===== config.mk =====
export PLATFORM = sky130hd
export DESIGN_NAME = pipe_hazard_tracker_flat
export DESIGN_NICKNAME = d
export VERILOG_FILES = /design/src/rtl/pipe_hazard_tracker_if.sv /design/src/rtl/pipe_hazard_tracker.sv /design/src/flat_wrapper.sv
export SDC_FILE = /design/constraint.sdc
export NUM_CORES = 1
export LEC_CHECK = 0
export ABC_CLOCK_PERIOD_IN_PS = 5100
export CAP_MARGIN = 5
export CORE_MARGIN = 2
export CORE_UTILIZATION = 50
export CTS_CLUSTER_DIAMETER = 120
export DETAILED_ROUTE_END_ITERATION = 6
export PLACE_DENSITY = 0.82
export SLEW_MARGIN = 15
export SYNTH_ARGS = -nofsm -noshare
export SYNTH_HDL_FRONTEND = slang
export SYNTH_SLANG_ARGS = --single-unit

===== constraint.sdc =====
create_clock -name clk -period 5.1 [get_ports clk]
set_input_delay 0.765 -clock clk [delete_from_list [all_inputs] [get_ports clk]]
set_output_delay 0.765 -clock clk [all_outputs]
set_load 0.01 [all_outputs]

===== src/rtl/pipe_hazard_tracker_if.sv =====
`default_nettype none
// ============================================================================
// Module      : pipe_hazard_tracker_if
// Description : D-stage request / hazard-response bundle for pipe_hazard_tracker.
//               stall_cnt exists only when PIPE_STALL_CNT_EN is defined.
// Revision    : 1.0 - initial release
// ============================================================================
interface pipe_hazard_tracker_if #(
  parameter int FSEL_W = 2
) ();
  logic [31:0]       D_instr;
  logic              D_valid;
  logic              flush;
  logic              stall;
  logic [FSEL_W-1:0] fwd_sel_rs;
  logic [FSEL_W-1:0] fwd_sel_rt;
  logic              W_we;
  logic [4:0]        W_waddr;
  logic [1:0]        W_wdsel;
`ifdef PIPE_STALL_CNT_EN
  logic [31:0]       stall_cnt;
`endif

  modport master (
    output D_instr, D_valid, flush,
`ifdef PIPE_STALL_CNT_EN
    input  stall_cnt,
`endif
    input  stall, fwd_sel_rs, fwd_sel_rt, W_we, W_waddr, W_wdsel
  );

  modport slave (
    input  D_instr, D_valid, flush,
`ifdef PIPE_STALL_CNT_EN
    output stall_cnt,
`endif
    output stall, fwd_sel_rs, fwd_sel_rt, W_we, W_waddr, W_wdsel
  );
endinterface
`default_nettype wire


===== src/rtl/pipe_hazard_tracker.sv =====
`default_nettype none
// ============================================================================
// Module      : pipe_hazard_tracker
// Description : Decodes the D-stage instruction once, carries dest/Tnew down
//               NUM_STAGES stages, and produces stall, forward selects and
//               write-back controls. Optional macro: PIPE_STALL_CNT_EN.
// Revision    : 1.0 - initial release
// ============================================================================
module pipe_hazard_tracker #(
  parameter int NUM_STAGES = 3,
  parameter int TNEW_W     = 2,
  parameter int FSEL_W     = 2
) (
  input  logic                  clk,
  input  logic                  reset,
  pipe_hazard_tracker_if.slave  bus
);
  localparam int         c_last      = NUM_STAGES - 1;
  localparam logic [5:0] c_op_rtype  = 6'b000000;
  localparam logic [5:0] c_op_ori    = 6'b001101;
  localparam logic [5:0] c_op_lui    = 6'b001111;
  localparam logic [5:0] c_op_lw     = 6'b100011;
  localparam logic [5:0] c_op_sw     = 6'b101011;
  localparam logic [5:0] c_op_beq    = 6'b000100;
  localparam logic [5:0] c_op_jal    = 6'b000011;
  localparam logic [5:0] c_fn_add    = 6'b100000;
  localparam logic [5:0] c_fn_sub    = 6'b100010;
  localparam logic [5:0] c_fn_jr     = 6'b001000;

  logic              r_valid [NUM_STAGES];
  logic              r_we    [NUM_STAGES];
  logic [4:0]        r_dst   [NUM_STAGES];
  logic [TNEW_W-1:0] r_tnew  [NUM_STAGES];
  logic [1:0]        r_wdsel [NUM_STAGES];

  logic [5:0]        w_op, w_funct;
  logic [4:0]        w_rs, w_rt, w_rd;
  logic              w_has_dst, w_use_rs, w_use_rt, w_load, w_stall;
  logic [4:0]        w_dst;
  logic [TNEW_W-1:0] w_tnew, w_tuse_rs, w_tuse_rt;
  logic [1:0]        w_wdsel;
  logic              w_rs_hit, w_rt_hit;
  logic [TNEW_W-1:0] w_rs_tnew, w_rt_tnew;
  logic [FSEL_W-1:0] w_rs_sel, w_rt_sel;
  logic              w_unused;

  assign w_op     = bus.D_instr[31:26];
  assign w_rs     = bus.D_instr[25:21];
  assign w_rt     = bus.D_instr[20:16];
  assign w_rd     = bus.D_instr[15:11];
  assign w_funct  = bus.D_instr[5:0];
  assign w_unused = ^bus.D_instr[10:6];

  always_comb begin
    w_has_dst = 1'b0;
    w_dst     = 5'd0;
    w_tnew    = '0;
    w_wdsel   = 2'b00;
    w_use_rs  = 1'b0;
    w_use_rt  = 1'b0;
    w_tuse_rs = '0;
    w_tuse_rt = '0;
    case (w_op)
      c_op_rtype: begin
        if (w_funct == c_fn_add || w_funct == c_fn_sub) begin
          w_has_dst = 1'b1;
          w_dst     = w_rd;
          w_tnew    = TNEW_W'(1);
          w_use_rs  = 1'b1;
          w_use_rt  = 1'b1;
        end else if (w_funct == c_fn_jr) begin
          w_use_rs  = 1'b1;
        end
      end
      c_op_ori: begin
        w_has_dst = 1'b1;
        w_dst     = w_rt;
        w_tnew    = TNEW_W'(1);
        w_use_rs  = 1'b1;
      end
      c_op_lui: begin
        w_has_dst = 1'b1;
        w_dst     = w_rt;
        w_tnew    = TNEW_W'(1);
      end
      c_op_lw: begin
        w_has_dst = 1'b1;
        w_dst     = w_rt;
        w_tnew    = TNEW_W'(2);
        w_wdsel   = 2'b01;
        w_use_rs  = 1'b1;
      end
      c_op_sw: begin
        w_use_rs  = 1'b1;
        w_use_rt  = 1'b1;
        w_tuse_rt = TNEW_W'(1);
      end
      c_op_beq: begin
        w_use_rs  = 1'b1;
        w_use_rt  = 1'b1;
      end
      c_op_jal: begin
        w_has_dst = 1'b1;
        w_dst     = 5'd31;
        w_wdsel   = 2'b10;
      end
      default: ;
    endcase
  end

  // Scan oldest to youngest so the youngest (lowest index) match wins.
  always_comb begin
    w_rs_hit  = 1'b0;
    w_rt_hit  = 1'b0;
    w_rs_tnew = '0;
    w_rt_tnew = '0;
    w_rs_sel  = '0;
    w_rt_sel  = '0;
    for (int i = NUM_STAGES - 1; i >= 0; i--) begin
      if (r_we[i] && r_dst[i] == w_rs && w_rs != 5'd0) begin
        w_rs_hit  = 1'b1;
        w_rs_tnew = r_tnew[i];
        w_rs_sel  = FSEL_W'(i + 1);
      end
      if (r_we[i] && r_dst[i] == w_rt && w_rt != 5'd0) begin
        w_rt_hit  = 1'b1;
        w_rt_tnew = r_tnew[i];
        w_rt_sel  = FSEL_W'(i + 1);
      end
    end
  end

  // A bubble in D reads nothing, so it can never stall.
  assign w_stall = bus.D_valid &&
                   ((w_use_rs && w_rs_hit && (w_rs_tnew > w_tuse_rs)) ||
                    (w_use_rt && w_rt_hit && (w_rt_tnew > w_tuse_rt)));
  assign w_load  = bus.D_valid && !w_stall && !bus.flush;

  assign bus.stall      = w_stall;
  assign bus.fwd_sel_rs = (w_rs_hit && w_rs_tnew == '0) ? w_rs_sel : '0;
  assign bus.fwd_sel_rt = (w_rt_hit && w_rt_tnew == '0) ? w_rt_sel : '0;
  assign bus.W_we       = r_valid[c_last] && r_we[c_last];
  assign bus.W_waddr    = r_valid[c_last] ? r_dst[c_last] : 5'd0;
  assign bus.W_wdsel    = r_valid[c_last] ? r_wdsel[c_last] : 2'b00;

  always_ff @(posedge clk or posedge reset) begin
    if (reset) begin
      for (int i = 0; i < NUM_STAGES; i++) begin
        r_valid[i] <= 1'b0;
        r_we[i]    <= 1'b0;
        r_dst[i]   <= 5'd0;
        r_tnew[i]  <= '0;
        r_wdsel[i] <= 2'b00;
      end
    end else begin
      r_valid[0] <= w_load;
      r_we[0]    <= w_load && w_has_dst && (w_dst != 5'd0);
      r_dst[0]   <= w_load ? w_dst : 5'd0;
      r_tnew[0]  <= w_load ? w_tnew : '0;
      r_wdsel[0] <= w_load ? w_wdsel : 2'b00;
      for (int i = 1; i < NUM_STAGES; i++) begin
        r_valid[i] <= r_valid[i-1];
        r_we[i]    <= r_we[i-1];
        r_dst[i]   <= r_dst[i-1];
        r_tnew[i]  <= (r_tnew[i-1] != '0) ? r_tnew[i-1] - TNEW_W'(1) : '0;
        r_wdsel[i] <= r_wdsel[i-1];
      end
    end
  end

`ifdef PIPE_STALL_CNT_EN
  logic [31:0] r_stall_cnt;

  always_ff @(posedge clk or posedge reset) begin
    if (reset) begin
      r_stall_cnt <= 32'd0;
    end else if (w_stall) begin
      r_stall_cnt <= r_stall_cnt + 32'd1;
    end
  end

  assign bus.stall_cnt = r_stall_cnt;
`endif

endmodule
`default_nettype wire

===== src/flat_wrapper.sv =====
// flat-port wrapper written by rule: the top's interface ports become plain ports
module pipe_hazard_tracker_flat 
#(
  parameter int NUM_STAGES = 3,
  parameter int TNEW_W     = 2,
  parameter int FSEL_W     = 2
)
  (clk, reset, bus_D_instr, bus_D_valid, bus_flush, bus_stall, bus_fwd_sel_rs, bus_fwd_sel_rt, bus_W_we, bus_W_waddr, bus_W_wdsel);
  pipe_hazard_tracker_if #(.FSEL_W(FSEL_W)) bus_i ();
  input  logic clk;
  input  logic reset;
  input wire logic [$bits(bus_i.D_instr)-1:0] bus_D_instr;
  input wire logic [$bits(bus_i.D_valid)-1:0] bus_D_valid;
  input wire logic [$bits(bus_i.flush)-1:0] bus_flush;
  output wire logic [$bits(bus_i.stall)-1:0] bus_stall;
  output wire logic [$bits(bus_i.fwd_sel_rs)-1:0] bus_fwd_sel_rs;
  output wire logic [$bits(bus_i.fwd_sel_rt)-1:0] bus_fwd_sel_rt;
  output wire logic [$bits(bus_i.W_we)-1:0] bus_W_we;
  output wire logic [$bits(bus_i.W_waddr)-1:0] bus_W_waddr;
  output wire logic [$bits(bus_i.W_wdsel)-1:0] bus_W_wdsel;
  assign bus_i.D_instr = bus_D_instr;
  assign bus_i.D_valid = bus_D_valid;
  assign bus_i.flush = bus_flush;
  assign bus_stall = bus_i.stall;
  assign bus_fwd_sel_rs = bus_i.fwd_sel_rs;
  assign bus_fwd_sel_rt = bus_i.fwd_sel_rt;
  assign bus_W_we = bus_i.W_we;
  assign bus_W_waddr = bus_i.W_waddr;
  assign bus_W_wdsel = bus_i.W_wdsel;
  pipe_hazard_tracker #(.NUM_STAGES(NUM_STAGES), .TNEW_W(TNEW_W), .FSEL_W(FSEL_W)) u_core (.clk(clk), .reset(reset), .bus(bus_i));
endmodule

Yosys cells after proc, flatten, opt, wreduce, memory -nomap -nowiden
Index checks and enable logic that the tools add are counted.

storage, ports and cells
  flip-flop bits (word level) = 33
  output and inout bits = 13
  logic and storage cells = 114
  bits of input ports = 36

cells by class
  multiplexer cells = 39
  reductions and logical operators = 41
  add/sub/neg operators = 2
  magnitude comparators = 2
  eq/ne operators = 15

operators by type and width
  cell                   count
  $mux W2                19
  $eq A5 B5 Y1           6
  $eq A6 B6 Y1 const B   4
  $logic_and A1 B1 Y1    24
  $eq A6 B4 Y1 const B   3
  $mux W5                3
  $pmux W5 S3            1
  $reduce_bool A5 Y1     3
  $mux W1                11
  $reduce_or A4 Y1       2
  $eq A6 B2 Y1 const B   1
  $eq A6 B3 Y1 const B   1
  $logic_not A6 Y1       1
  $pmux W1 S2            3
  $pmux W2 S3            1
  $logic_not A2 Y1       2
  $pmux W2 S2            1
  $reduce_bool A2 Y1     2
  $reduce_or A2 Y1       2
  $sub A2 B1 Y2 const B  2
  $reduce_or A3 Y1       1
  $gt A2 B1 Y1           1
  $gt A2 B1 Y1 const B   1
  $logic_not A1 Y1       2
  $logic_or A1 B1 Y1     2

Logic depth before layout (Yosys ltp)
Gate-level depths: netlist of the first run.

  depth after elaboration = 15
  gate-level depth with buffers = 13

Least setup slack after synthesis of the first run
Ideal clock, no wire load.

  kind = input to output
  start point = in bus_D_instr[17]
  end point = out bus_stall
  required time = 4335 ps
  data arrival time = 3305 ps
  cell stages on the path = 12
  path buffers = 1
  setup slack = 1030 ps
  cell sequence = or4_1 > nor2_2 > or3_1 > mux2_2 > mux2i_1 > ha_1 > nor2_1 > nor2_1 > o2bb2ai_1 > a211oi_1 > buf_4 > o21a_1

on the way
  word-level cells in the longest chain between the ends = 10
  elaborated cells between the ends (all ways) = 21

ends and longest elaborated chain
  what                                                        line                        RTL
  from (decl)                                                 flat_wrapper.sv:12          input wire logic [$bits(bus_i.D_instr)-1:0] bus_D_instr;
  $eq A5 B5 Y1                                                pipe_hazard_tracker.sv:125  if (r_we[i] && r_dst[i] == w_rt && w_rt != 5'd0) begin
  $logic_and A1 B1 Y1 (2 in series)                           pipe_hazard_tracker.sv:125
  $mux W2 / $mux W1 (equally long branches) (3 in series)     pipe_hazard_tracker.sv:125
  $gt A2 B1 Y1 / $logic_and A1 B1 Y1 (equally long branches)  pipe_hazard_tracker.sv:136  (w_use_rt && w_rt_hit && (w_rt_tnew > w_tuse_rt)));
  $logic_and A1 B1 Y1 (*)                                     pipe_hazard_tracker.sv:136
  $logic_or A1 B1 Y1 (*)                                      pipe_hazard_tracker.sv:135  ((w_use_rs && w_rs_hit && (w_rs_tnew > w_tuse_rs)) ||
  $logic_and A1 B1 Y1 (*)                                     pipe_hazard_tracker.sv:134  assign w_stall = bus.D_valid &&
  to (decl)                                                   flat_wrapper.sv:15          output wire logic [$bits(bus_i.stall)-1:0] bus_stall;

Mark *: on every way between the ends. The rest lies on a longest branch, timed or not.

Worst setup path in the final report of the first run
  start point = in bus_D_instr[18]
  end point = out bus_stall

Same word-level chain as after synthesis.

==> run_results.csv, run 1 <==
group,metric,value,unit
status,outcome,"complete, no violations",
cells_and_area,drive_above_1_share,15.8,%
timing,worst_slew_pin_slew,1010,ps
global_route,track_usage,21.7,%
die,io_pins,49,
clock_tree,clockRootBuffer,"clkbuf_8",
cells_and_area,final_area,2560,um2
timing,finalHoldViolations,0,
synthesis,synth-simple-area-share,29.6,%
timing,tns,0,ps
route,drtPass1Iterations,4,
timing,slew_headroom,32.4,%
power_and_ir_drop,power.leakage,1.00,nW
critical_path,cp_max_fo,4,
critical_path,crit_start,"bus_D_instr[18]",
timing,layout_min_cycle_time,4860,ps
cells_and_area,antenna_cells,0,
synthesis,synth_top_family_by_area,"simple AND/OR/NAND/NOR gates",
hold_path,hp-start,"u_core.r_wdsel[4]",
cells_and_area,areaGrowthSynthToFinish,35.0,%
die,core_area,3660,um2
timing,post-route-period-util,95.2,%
route,drtIter0Drc,52,
cells_and_area,nFillCells,285,
critical_path,cp.arrival,4090,ps
synthesis,syn_avg_cell_area,10.3,um2
synthesis,async_reset_ff_share,100,%
timing,max_freq,206,MHz
critical_path,cp-endpoint,"bus_stall",
clock_tree,cts_max_level,2,
critical_path,slowest_stage,"or4_1",
critical_path,critPathLaunchType,"primary input",
placement,portBuffers,43,
critical_path,crit-reg2reg-launch,"u_core.r_dst[9]",
timing,hold_ws,349,ps
die,fp-row-count,22,
synthesis,yosysTopAreaCellShare,43.4,%
route,post_drt_wl_per_cell,14.4,um
clock_tree,clock_path_buffers,2,
synthesis,synthCells,184,
hold_path,hold_class,"register to register",
synthesis,synth_fa_ha_area_share,0.658,%
route,wirelength,4140,um
die,die-area,4310,um2
synthesis,synthTopCellsByArea,"dfrtp_1 43%, xnor2_1 10%, nor4_2 5.3%, xor2_1 3.7%, and2_1 3.6%",
synthesis,ys_seq_elements,33,
synthesis,muxShareOfSynthArea,1.65,%
synthesis,synth_compound_area_share,8.76,%
synthesis,synth_top_area_cell,"dfrtp_1",
clock_tree,post-cts-setup-buffers,0,
critical_path,end_kind,"primary output",
critical_path,cp_cell_sequence,"clkdlybuf4s50_1 -> or4_1 -> nor2_2 -> or3_4 -> mux2_2 -> mux2i_1 -> ha_1 -> nor2_1 -> nor2_1 -> o2bb2ai_1 -> a211oi_2 -> o21a_1 -> clkdlybuf4s50_1",
power_and_ir_drop,power_density,226,nW/um2
route,vias,1585,
synthesis,synth.cell_area,1900,um2
clock_tree,tritoncts,"built",
timing,setup_viol,0,
critical_path,reg2reg_to,"u_core.r_tnew[5]",
synthesis,synth_cell_types,44,
placement,place_congestion,0.834,
clock_tree,cts_made_buffers,5,
clock_tree,insertion_delay,290,ps
run,cap_viol_max_count,0,
power_and_ir_drop,vdd_drop_max,237,uV
die,chipHeight,65.7,um
timing,rsz0062_at_grt,"false",
global_route,antenna_found_initial,0,
critical_path,r2r_slack,2130,ps
clock_tree,clkTransAtPathRegs,70,ps
critical_path,reg2regPathDepth,12,
placement,place_area,2440,um2
cells_and_area,final_nets,276,
route,drt.antenna.violating_nets,0,
critical_path,worstPathRequired,4340,ps
critical_path,max_stage_delay,530,ps
die,start_util,51.9,%
synthesis,synth_edf_count,0,
critical_path,worst-setup-path-type,"primary input to primary output",
synthesis,yosysSeqAreaShare,43.4,%
timing,drv_slew,0,
global_route,grt_pass1_vias,1506,
route,viasPerCell,5.50,
synthesis,yosys.area_share.xor_xnor,13.8,%
synthesis,synth_nets,221,
global_route,grt_overflow_total,0,
clock_tree,cts_sinks,33,
route,route.detailed.drc,0,
global_route,grt_pass1_wl,6910,um
synthesis,yosys_most_used_dff,"dfrtp_1",
global_route,grt_max_degree,34,
timing,clock-skew-final,1.92,ps
synthesis,synth_warnings,0,
die,die_w,65.7,um
placement,place.detailed.hpwl,3230,um
cell families after synthesis:
logic type	Yosys count
xor gates and xnor gates	30
and+or+nand+nor	88
AOI/OAI and AO/OA	22
muxes	3
DFF	33
adders and majority gates	1
buffers and inverters	7
flip-flops by register name (all words and copies together) (netlist names):
signal and count:
u_core.r_we 3, u_core.r_valid 3, u_core.r_tnew 6, u_core.r_wdsel 6
u_core.r_dst 15
synthesized netlist by cell type, drive strengths merged, types with 3 or more instances:
master,number
and2,12
a221oi,5
xnor2,22
nor4,14
a211oi,3
a21oi,3
nand3,4
nand2,9
nand4,6
dfrtp,33
nor3,9
nor2,15
nor2b,6
buf,3
xor2,8
routing by layer:
metal | routed length (um) | vias to the layer above | track usage, %
met5 | 0 | - | 0
met3 | 208 | 9 | 6.16
met1 | 1780 | 748 | 26.3
met2 | 2080 | 48 | 36.5
li1 | - | 780 | -
met4 | 65 | 0 | 8.33
worst min-delay path by stage:
stage	end	slack [ps]	cells past startpoint
4_1_cts	u_core.r_wdsel[2]	350	0
3_5_place_dp	u_core.r_wdsel[2]	340	0
2_1_floorplan	u_core.r_valid[0]	330	0
6_report	u_core.r_wdsel[2]	350	0
5_1_grt	u_core.r_wdsel[1]	360	0
3_3_place_gp	u_core.r_wdsel[2]	330	0
power by group:
group	switching, mW	total [mW]	internal, mW
clock network	0.0990	0.245	0.146
registers	0.00230	0.267	0.264
logic	0.0311	0.0681	0.0370
metrics by stage:
step                      setup WS (ps)  utilization, %  power [mW]  instances
final                               244            70.1       0.580        288
after global routing               28.7            70.1       0.606        288
after CTS                           216            69.9       0.583        288
after detailed placement            243            66.8       0.340        280
after global placement              260            66.8       0.338        280
after floorplan                    1030               -       0.300        184
worst max-delay path, delay by kind of cell:
kind | cells | cell delay (ps)
buffers and inverters | 2 | 960
and+or+nand+nor | 5 | 1020
adders and majority gates | 1 | 260
AOI/OAI and AO/OA | 3 | 570
muxes | 2 | 510
cell usage in the layout (no fill, tap or decap), types with 2 or more instances in the layout:
cell type        instances
nor2_1                  14
nand2_1                  9
nor4_2                   8
clkbuf_8                 5
buf_4                   10
o21ai_0                  2
xor2_1                   8
inv_1                    2
and2_1                  11
nand3b_1                 2
nand4_1                  6
nand2b_1                 2
nor4_1                   5
clkdlybuf4s50_1         43
a211oi_1                 2
xnor2_1                 22
nor3_1                   8
a21oi_1                  3
or2_2                    2
dfrtp_1                 33
nor2b_1                  6
nand3_1                  4
o31ai_1                  2
a311oi_1                 2
a221oi_1                 5
mux2i_1                  2
layout make-up:
cell class	instances	area, um2	area share [%]
tap	48	60.1	2.34
inverter	2	7.51	0.293
clock buffer	5	68.8	2.68
timing repair buffer	53	505	19.7
sequential	33	826	32.2
clock inverter	3	46.3	1.80
multi-input combinational	144	1050	41.0
repair_timing:
action / in CTS / in global routing
hold buffers: 0 / 0
setup endpoints to repair: 0 / 1
gates resized for setup: 0 / 1
No activity file was read; power rests on OpenSTA's default activity.
==> inputs of run 2 (changes only) <==
- ABC_CLOCK_PERIOD_IN_PS: 5100 -> 4110
- CORE_UTILIZATION: 50 -> 44
- PLACE_DENSITY: 0.82 -> 0.76
- clock period: 5.1 -> 4.11 ns (I/O delays scaled with it)
==> run 2 against run 1 <==
Net effect: total power is 27% higher; die area is 13% higher; global-route usage decreased by 1.2 points; worst setup slack got worse by 63 ps; register-to-register slack worse by 1000 ps; non-clock buffer count grew 14; final area rose by 5.3%; worst hold slack hardly changed; combinational power increased by 37%; sequential share of layout area shrank 1.6 points; clock power grew 28%.
==> run_results.csv, run 2 (synthesis results as in run 1) <==
group,metric,value,unit
power_and_ir_drop,vdd_drop_max,169,uV
clock_tree,cts_max_level,2,
clock_tree,clock_path_buffers,2,
critical_path,slowest_stage,"or3_4",
timing,clock-skew-final,4.33,ps
critical_path,path_buf_inv,3,
critical_path,end_kind,"primary output",
critical_path,cp.arrival,3310,ps
timing,post-route-period-util,95.6,%
cells_and_area,antenna_cells,0,
route,drtIter0Drc,90,
placement,place_congestion,0.877,
cells_and_area,final_cells,304,
power_and_ir_drop,power,737,uW
critical_path,critPathTopFamily,"simple AND/OR/NAND/NOR gates",
cells_and_area,drive_above_1_share,22.4,%
route,viasPerCell,5.54,
die,die_w,69.7,um
global_route,grt_max_degree,33,
timing,slew_headroom,30.4,%
die,start_util,46.5,%
die,core_area,4090,um2
route,drt.antenna.violating_nets,0,
timing,max_freq,254,MHz
cells_and_area,areaGrowthSynthToFinish,42.1,%
clock_tree,clockRootBuffer,"clkbuf_8",
global_route,grt_overflow_total,0,
route,vias,1685,
die,chipHeight,69.7,um
placement,place.detailed.hpwl,3430,um
route,post_drt_wl_per_cell,14.9,um
critical_path,cp_cell_sequence,"dlygate4sd2_1 -> buf_6 -> xnor2_1 -> nand4_1 -> or3_4 -> mux2_4 -> mux2i_2 -> ha_1 -> nor2_2 -> nor2_1 -> o2bb2ai_1 -> a211oi_2 -> o21a_1 -> buf_2",
global_route,grt_pass1_vias,1709,
cells_and_area,largest_reg_flops,15,
status,outcome,"complete, no violations",
clock_tree,insertion_delay,280,ps
hold_path,hold_class,"register to register",
clock_tree,cts_hold_buffers,0,
critical_path,cp_max_fo,3,
run,cap_viol_max_count,0,
placement,portBuffers,43,
cells_and_area,largestRegisters,"u_core.r_dst x15, u_core.r_tnew x6, u_core.r_wdsel x6",
cells_and_area,regMostFlops,"u_core.r_dst",
cells_and_area,final_common_cell,"clkdlybuf4s50_1",
timing,hold_ws,349,ps
timing,finalHoldViolations,0,
timing,worst_slew_pin_slew,1030,ps
timing,layout_min_cycle_time,3930,ps
clock_tree,cts_sinks,33,
clock_tree,cts_made_buffers,5,
clock_tree,tritoncts,"built",
die,fp-row-count,23,
critical_path,worstPathRequired,3490,ps
timing,rsz0062_at_grt,"false",
power_and_ir_drop,power_density,273,nW/um2
cells_and_area,final_nets,290,
power_and_ir_drop,power.leakage,1.10,nW
global_route,antenna_found_initial,0,
critical_path,max_stage_delay,430,ps
global_route,track_usage,20.5,%
timing,drv_slew,0,
route,drtPass1Iterations,4,
placement,dp_cells,295,
critical_path,critPathLaunchType,"primary input",
timing,setup_viol,0,
cells_and_area,final_cell_mix,"37 x clkdlybuf4s50_1, 33 x dfrtp_1, 22 x xnor2_1",
route,route.detailed.drc,0,
clock_tree,clkTransAtPathRegs,70,ps
placement,dp_slack,-378,ps
route,wirelength,4520,um
global_route,grt_pass1_wl,7910,um
die,io_pins,49,
die,die-area,4860,um2
timing,setup_ws,180,ps
critical_path,worst-setup-path-type,"primary input to primary output",
[run 2: cell types whose count changed in the layout (fill, tap and decap cells not counted), sizes merged]
cell           previous run  this run
buf                      10        25
clkbuf                    5         6
clkdlybuf4s50            43        37
clkinv                    1         0
dlygate4sd2               0         4
dlymetal6s2s              0         1
[run 2: cell type report]
cell class | count | area, um2
inverter | 2 | 7.51
clock buffer | 6 | 82.6
multi-input combinational | 144 | 1070
fill | 318 | 1390
sequential | 33 | 826
tap | 50 | 62.6
timing repair buffer | 67 | 614
clock inverter | 2 | 37.5
[run 2: what timing repair did]
action | 4_1_cts | 5_1_grt
endpoints found under the hold margin | 0 | 0
pin swaps | 8 | 4
endpoints found under the setup margin | 1 | 1
buffers inserted | 1 | 0
resized for setup | 15 | 3
gates cloned | 0 | 0
[run 2: path summary, 6_finish.rpt]
check,startpoint,endpoint,slack (ps),cells past startpoint
worst max-delay path,bus_D_instr[19],bus_stall,180,14
max in group asynchronous,reset,u_core.r_wdsel[5],2900,3
worst min-delay path,u_core.r_wdsel[4],u_core.r_wdsel[2],350,0
worst min register to register,u_core.r_wdsel[4],u_core.r_wdsel[2],350,0
worst max register to register,u_core.r_dst[9],u_core.r_tnew[5],1090,12
min in group asynchronous,reset,u_core.r_wdsel[2],740,2
[run 2: per-stage QoR]
step | utilization [%] | TNS, ps | cell area, um2
finish | 66.1 | 0 | 2700
global route | 66.1 | 0 | 2700
CTS | 65.8 | 0 | 2690
detailed placement | 62.3 | -378 | 2540
global placement | 62.3 | -355 | 2540
floorplan | - | 0 | 1900
[run 2: report_power, final]
part	switching [mW]	internal [mW]	leakage [nW]
Combinational	0.0426	0.0508	0.581
Clock	0.116	0.197	0.0574
Sequential	0.00279	0.328	0.457
[run 2: metal layers]
| layer | GRT usage [%] | up-vias | share of wire [%] |
|---|---|---|---|
| met5 | 0 | - | 0 |
| met4 | 11.3 | 0 | 3.8 |
| met3 | 3.92 | 13 | 6.7 |
| met2 | 33.4 | 82 | 48 |
| met1 | 25.6 | 783 | 42 |
| li1 | - | 807 | - |
